**config.mk**
```make
export PLATFORM = sky130hd
export DESIGN_NAME = inv_round_key_block
export DESIGN_NICKNAME = d
export VERILOG_FILES = /design/src/rtl/inv_round_key_block.sv
export SDC_FILE = /design/constraint.sdc
export NUM_CORES = 2
export LEC_CHECK = 0
export CORE_MARGIN = 4
export CORE_UTILIZATION = 25
export CTS_CLUSTER_DIAMETER = 30
export DETAILED_ROUTE_END_ITERATION = 16
export GPL_TIMING_DRIVEN = 0
export PLACE_DENSITY = 0.39
export RECOVER_POWER = 100
export SETUP_SLACK_MARGIN = 0.5
export SYNTH_ARGS = -nofsm -noshare
export SYNTH_HDL_FRONTEND = slang
export SYNTH_SLANG_ARGS = --single-unit
export TNS_END_PERCENT = 10
```
**constraint.sdc**
```tcl
create_clock -name clk -period 6.5 [get_ports clk]
set_input_delay 1.95 -clock clk [delete_from_list [all_inputs] [get_ports clk]]
set_output_delay 1.95 -clock clk [all_outputs]
set_load 0.01 [all_outputs]
```
**src/rtl/inv_round_key_block.sv**
```systemverilog
// inv_round_key_block: stores AES-128 round keys 0..NUM_ROUNDS and applies them in reverse order to inverse-cipher states
//   clk, rst                : clock, asynchronous active-high reset
//   key_load_start          : discard stored keys, begin a new load
//   round_key/_vld          : ascending-order round keys from key expansion
//   keys_loaded             : all NUM_ROUNDS+1 keys present
//   data_in/_vld, data_first: inverse-cipher state, valid, first-state-of-block flag
//   block_data_out/_vld     : data_in XOR selected key, one cycle later
//   round_idx_out           : key index used for block_data_out
//   block_done              : output used key 0
//   key_miss                : data arrived before keys were loaded
module inv_round_key_block #(
    parameter int BLOCK_DATA_WIDTH = 128,
    parameter int SEED_KEY_WIDTH   = 128,
    parameter int NUM_ROUNDS       = 10
) (
    input  logic                        clk,
    input  logic                        rst,
    input  logic                        key_load_start,
    input  logic [SEED_KEY_WIDTH-1:0]   round_key,
    input  logic                        round_key_vld,
    output logic                        keys_loaded,
    input  logic [BLOCK_DATA_WIDTH-1:0] data_in,
    input  logic                        data_in_vld,
    input  logic                        data_first,
    output logic [BLOCK_DATA_WIDTH-1:0] block_data_out,
    output logic                        block_data_out_vld,
    output logic [3:0]                  round_idx_out,
    output logic                        block_done,
    output logic                        key_miss
);
    localparam logic [3:0] LAST = 4'(NUM_ROUNDS);

    typedef enum logic [1:0] {EMPTY, LOADING, READY, DECRYPT} state_t;

    state_t                    state;
    logic [3:0]                wr_ptr;
    logic [3:0]                rd_idx;
    logic [3:0]                use_idx;
    logic                      wr_en;
    logic [SEED_KEY_WIDTH-1:0] keys [0:NUM_ROUNDS];

    // A load restart drops any key arriving in the same cycle; a full store is never overwritten.
    assign wr_en   = round_key_vld && !key_load_start && (state == EMPTY || state == LOADING);
    // Outside a block every state starts at the last key, whatever data_first says.
    assign use_idx = (data_first || state == READY) ? LAST : rd_idx;

    always_ff @(posedge clk) begin
        if (wr_en) keys[wr_ptr] <= round_key;
    end

    always_ff @(posedge clk or posedge rst) begin
        if (rst) begin
            state              <= EMPTY;
            wr_ptr             <= '0;
            rd_idx             <= LAST;
            keys_loaded        <= 1'b0;
            block_data_out     <= '0;
            block_data_out_vld <= 1'b0;
            round_idx_out      <= '0;
            block_done         <= 1'b0;
            key_miss           <= 1'b0;
        end else begin
            block_data_out_vld <= data_in_vld;
            key_miss           <= data_in_vld && !keys_loaded;
            block_done         <= 1'b0;
            if (wr_en) begin
                wr_ptr      <= wr_ptr + 4'd1;
                state       <= (wr_ptr == LAST) ? READY : LOADING;
                keys_loaded <= (wr_ptr == LAST);
            end
            // keys_loaded implies READY/DECRYPT, so this never collides with a key write.
            if (data_in_vld) begin
                if (keys_loaded) begin
                    block_data_out <= data_in ^ keys[use_idx];
                    round_idx_out  <= use_idx;
                    block_done     <= (use_idx == 4'd0) && !key_load_start;
                    rd_idx         <= (use_idx == 4'd0) ? LAST : use_idx - 4'd1;
                    state          <= (use_idx == 4'd0) ? READY : DECRYPT;
                end else begin
                    block_data_out <= '0;
                    round_idx_out  <= '0;
                end
            end
            if (key_load_start) begin
                state       <= LOADING;
                wr_ptr      <= '0;
                rd_idx      <= LAST;
                keys_loaded <= 1'b0;
            end
        end
    end
endmodule

```
======== Word level (Yosys, flattened, before mapping) ========
Memory sizes are Yosys's and may differ from the RTL's.
Index checks and enable logic that the tools add are counted.
word-level totals
  input bits .............................. 262
  output and inout port bits .............. 136
  bits in writable memories ............... 1408
  register bits ........................... 146
  memories kept ........................... 1
  word-level logic and storage cells ...... 51
cells by class
  add/sub/neg operators ................... 2
  bitwise logic cells ..................... 1
  reduce and logical (&&, ||, !) cells .... 14
  equality and inequality tests ........... 3
  muxes and demuxes ....................... 21
memory list
  name  depth  width  read ports  clocked after Yosys merged registers in  wr ports  line  text
  keys  11     128    1           0                                        1         40    logic [SEED_KEY_WIDTH-1:0] keys [0:NUM_ROUNDS];
operator list
  kind                 count
  $mux 128             1
  $xor 128x128->128    1
  $mux 4               8
  $mux 2               5
  $mux 1               7
  $reduce_bool 2->1    3
  $add 4x1->4 const B  1
  $eq 4x4->1 const B   1
  $logic_and 1x1->1    4
  $logic_not 4->1      1
  $sub 4x1->4 const B  1
  $eq 2x1->1 const B   1
  $eq 2x2->1 const B   1
  $logic_not 1->1      2
  $logic_not 2->1      1
  $logic_or 1x1->1     2
  $reduce_and 2->1     1

======== Longest topological paths before layout ========
  depth in word-level cells ............... 8
  depth in mapped cells ................... 10
  depth with buffers taken out ............ 5

======== Worst setup path before layout ========
OpenSTA, ideal clock, no wires.
  kind .................................... input -> register
  from .................................... input key_load_start
  to ...................................... memory keys[0][0] (enable)
  stages on the path ...................... 4
  data required time ...................... 5.998 ns
  buffers on the path ..................... 1
  setup time .............................. 0.502 ns
  setup slack ............................. 0.109 ns
  arrival time ............................ 5.889 ns
  path through ............................ clkbuf_1 -> nor3b_1 -> nor3b_1 -> and2_1
on the way
  longest elaborated chain between the ends .. 5
RTL lines
  what                             line  text
  from (decl)                      18    input logic key_load_start,
  $logic_not 1->1                  43    assign wr_en = round_key_vld && !key_load_start && (state == EMPTY || state == LOADING);
  $logic_and 1x1->1 (2 in series)  43
  $mux 1                           48    if (wr_en) keys[wr_ptr] <= round_key;
  $mux 1 (not written as such)     48
  to (decl)                        40
Every way passes these cells.

======== Worst setup path in the final report ========
  from .................................... input data_first
  to ...................................... register block_data_out[3]
on the way
  longest elaborated chain between the ends .. 5
RTL lines
  what                  line  text
  from (decl)           24    input logic data_first,
  $logic_or 1x1->1      45    assign use_idx = (data_first || state == READY) ? LAST : rd_idx;
  $mux 4                45
  $mem_v2 11x128        n/a
  $xor 128x128->128     74    block_data_out <= data_in ^ keys[use_idx];
  $mux 128              73    if (keys_loaded) begin
  to (signal assigned)  74
  to (decl)             25    output logic [BLOCK_DATA_WIDTH-1:0] block_data_out,
Every way passes these cells.
A chain may end at the register's enable or synchronous reset.

==> impl.org <==
** Outcome
- Result of the run :: complete, but fails checks
- The checks that failed: capacitance limit, slew limit.

** Timing
- Derived from the worst setup path, the maximum achievable clock frequency is about 180 MHz.
- The smallest clock period supported by the final layout is computed as ~5600 ps.
- After layout, the worst setup slack is between 900 and 1000 ps.
- After layout, the worst path uses 85.7% of the clock period.
- Max-slew headroom at the worst pin :: -151%
- The number of slew-limit violations in the final report came to around 600.
- The final-report hold violation count came to 0.
- Transition time at the pin with the least slew margin :: 3760 ps
- Final-report setup violation count :: 0
- Worst Hold Margin :: 489 ps
- Clock Skew :: about 60 ps
- Setup repair after global routing left no endpoint under its margin.

** Global route
- Entering global routing, the biggest net connects 78 pins.
- The number of antenna violations at the first check in global routing is 60.
- In the global route stage, overall resource usage came out at 17.7%.
- Via count of the first global-routing pass :: ~43000
- Global routing finished with a remaining overflow of 0.
- The first global-routing pass estimated 333000 um of wire.

** Synthesis
- Netlist area before placement :: between 0.06 and 0.07 mm2
- Synthesis instantiated ~60 different standard cells from the library.
- When the netlist entered floorplanning its net count stood at roughly 4500.
- Cells after Synth :: ~4300
- The share of the Yosys chip area taken by registers is 72.5%.
- In this run, synthesis produced a sequential element count of ~1600.
- Yosys warnings :: 0
- Synth Flop Type :: edfxtp_1
- Average size of a mapped cell :: about 15 um2
- Async set-reset flop share out of synthesis :: around a tenth
- Number of flops mapped to enable cells by yosys :: around 1400

** Pwr
- The analysis attributes to net switching a power of 0.00635 W.
- Sequential cell fraction of total power :: about a third
- For this design the ratio of total power to cell area is approximately 370 mW/mm2.
- Cell internal power was estimated by the tool at about 0.025 W.
- The clock network burns approximately 64% of the power.
- P_leak :: 29.9 nW
- IR analysis of the VDD net gives a maximum drop of 0.257 mV.
- Switching share of total power :: approximately 20%
- Gate power share :: approximately 1.7%

** Layout
- Summing all multi-input logic gate instances after layout gives 0.0154 mm2.
- Layout cells sized above 1 :: about 15%
- Across the whole layout, storage elements account for roughly 0.046 mm2.
- From synthesis to final layout, the design area changed by 36.1%.
- Number of filler instances in the final layout :: between 20000 and 25000
- # nets final :: approximately 5400
- Cell area after layout :: 0.0862 mm2

** Clock tree
- Once the clock tree was built, the resizer swapped 0 gates to a different size.
- Library cell used as clock root buffer :: clkbuf_16
- TritonCTS built the clock tree.
- Clk sinks :: ~1600
- CTS buffer count :: between 400 and 500
- Maximum number of buffers from clock root to sink :: 4
- H-tree lvl count :: 5
- Number of hold buffers added after cts :: 0
- After clock tree synthesis, the clock-pin slew on the worst setup and hold paths is around 40 ps.
- Number of post-CTS setup repair buffers :: 0
- For the worst-skew pair, the clock arrives at the later sink with an insertion delay of 960 ps.

** Die
- Total Die Area :: ~0.26 mm2
- The floorplan step set the die height to between 500 and 600 um.
- After floorplanning, the core was sized to cover around 0.25 mm2.
- Starting Density :: about 25%
- I/O pin cnt :: just under 400
- The die is 512 um wide.
- Number of core rows :: 184

** Critical path
- Delay of the slowest critical-path stage :: 1160 ps
- The critical path contains buffers and inverters numbering 5 combined.
- The slowest stage of the critical path is the clkbuf_1 cell.
- STA classifies the critical path startpoint as an input pin.
- Among the stages of the critical path, the cell type that occurs most often is clkbuf_1.
- Endpoint kind of the worst setup timing path :: flip-flop
- CP cell instances :: buf_2 > clkbuf_1 > nor2_1 > nand2_1 > buf_2 > clkbuf_1 > clkbuf_1 > o211ai_1 > a31oi_1 > nand3b_1
- For the worst setup path, the data required time is 7330 ps.
- Category of the critical setup timing path :: input pin to flip-flop
- Max FO, Critical Path :: 10
- Kind of cell with the highest combined delay on the critical path :: buffers and inverters
- Data on the critical path arrives at its endpoint at 6400 ps.

** Detailed routing
- Wire per inst :: roughly 27 um
- Wires add up to ~240000 um.
- The first detailed-routing pass took 6 iterations.
- For this block, the via count after detailed routing is between 40000 and 50000.
- For this run, design rule violations remaining after detail routing come to 0.
- Dividing the detail-routed via count by the number of cells gives 4.83.
- Post-route antenna net violation count :: 0
- DRT iter0 DRCs :: 3302

** Place
- After detailed placement, the total cell area comes to 0.0725 mm2.
- OpenSTA, run right after detailed placement, puts the worst setup slack at between 500 and 600 ps.
- In this run the tool buffered the top-level ports with slightly below 400 buffer cells.
- Routability-driven placement finished with a final weighted congestion of about 0.76.
- Final HPWL from detailed placement :: 157000 um

** Min path
- The worst hold path belongs to the class flip-flop to flip-flop.

** Run
- Max-cap violations in this run came to 17.
[worst paths after layout]
path,start,to,slack [ps],cells past startpoint
setup / recovery,data_first,block_data_out[3],930,10
hold / removal,block_data_out[82],block_data_out[82],490,2
setup reg to reg,state[1],keys[0][58],2160,4
hold reg to reg,block_data_out[82],block_data_out[82],490,2
max in group asynchronous,rst,block_data_out[73],1560,2
min in group asynchronous,rst,block_data_out[43],2710,2
[cells in the mapped netlist, types with 105 or more instances]
master / count / area [um2]
o21ai_0: 238 / 1190
nand2_1: 240 / 901
o32ai_1: 128 / 1120
nor2_1: 117 / 439
inv_1: 135 / 507
o221ai_1: 105 / 920
edfxtp_1: 1408 / 42300
nor2b_1: 128 / 801
clkbuf_1: 203 / 762
a2111oi_0: 123 / 1080
dfrtp_1: 144 / 3600
nor3_1: 153 / 766
nand4_1: 106 / 663
mux2i_1: 255 / 2550
a31oi_1: 105 / 657
[registers in the layout, summed over array words and instances, names as in the netlist]
| name | count |
|---|---|
| wr_ptr | 4 |
| block_data_out_vld | 1 |
| block_data_out | 128 |
| keys | 1408 |
| rd_idx | 4 |
| key_miss | 1 |
| keys_loaded | 1 |
| block_done | 1 |
| state | 2 |
| round_idx_out | 4 |
[cells in the final DEF (no fill, tap or decap), drive strengths merged, types with 4 or more instances in the layout]
| master | count |
|---|---|
| a2111oi | 127 |
| a211o | 104 |
| a211oi | 46 |
| a21oi | 4 |
| a31oi | 105 |
| and2 | 11 |
| buf | 153 |
| bufinv | 52 |
| clkbuf | 756 |
| clkdlybuf4s50 | 129 |
| clkinv | 152 |
| clkinvlp | 25 |
| dfrtp | 144 |
| diode | 23 |
| dlygate4sd3 | 266 |
| edfxtp | 1408 |
| ha | 4 |
| inv | 138 |
| mux2i | 255 |
| nand2 | 240 |
| nand2b | 27 |
| nand3 | 6 |
| nand3b | 104 |
| nand4 | 106 |
| nor2 | 119 |
| nor2b | 129 |
| nor3 | 154 |
| o211ai | 104 |
| o21ai | 238 |
| o221a | 23 |
| o221ai | 105 |
| o311ai | 46 |
| o32ai | 128 |
| or2 | 25 |
[logic make-up after synthesis]
family / after synthesis / share of synthesized area, %
mux: 258 / 4.10
fa+ha+maj: 4 / 0.0790
buf+inv: 477 / 3.29
simple gates: 931 / 7.72
compound gates: 1038 / 12.3
flops: 1554 / 72.5
xor+xnor: 3 / 0.0415
[through the flow]
| stage | instances | utilization [%] | power [W] | TNS (ps) |
|---|---|---|---|---|
| floorplan | 4265 | - | 0.0114 | 0 |
| global placement | 8008 | 28.4 | 0.0118 | -5686080 |
| detailed placement | 8041 | 28.8 | 0.0118 | 0 |
| CTS | 8807 | 34.3 | 0.0322 | 0 |
| global route | 8816 | 34.2 | 0.0328 | 0 |
| finish | 8830 | 34.2 | 0.0318 | 0 |
[power groups by stage]
stage               registers (W)  clock network (W)  logic, W
global placement           0.0113                  0  0.000541
finish                     0.0111             0.0202  0.000539
floorplan                  0.0112                  0  0.000125
CTS                        0.0111             0.0206  0.000573
global route               0.0111             0.0212  0.000586
detailed placement         0.0112                  0  0.000571
[layout make-up]
cell class                      count  area share (%)
Sequential cell                  1554            53.3
Multi-Input combinational cell   2234            17.8
Clock buffer                      535            13.3
Timing Repair Buffer              428            5.36
Tap cell                         3348            4.86
Clock inverter                    231            2.93
Buffer                            341            1.82
Inverter                          136           0.596
Antenna cell                       23          0.0667
[worst reg2reg max path: cells and delay by family (launching register included)]
kind	cells	cell delay, ps
buf+inv	1	350
flops	1	450
simple gates	3	3060
[metal layers]
| layer | wire [um] | GRT usage [%] | vias up | part of all wire [%] |
|---|---|---|---|---|
| met2 | 111000 | 28.1 | 1466 | 47 |
| met3 | 14900 | 4.04 | 422 | 6.3 |
| met4 | 6820 | 5.79 | 4 | 2.9 |
| li1 | - | - | 18985 | - |
| met1 | 105000 | 23.7 | 21784 | 44 |
| met5 | 20 | 0 | - | 0.0084 |
Power figures use the tool's default switching activity.
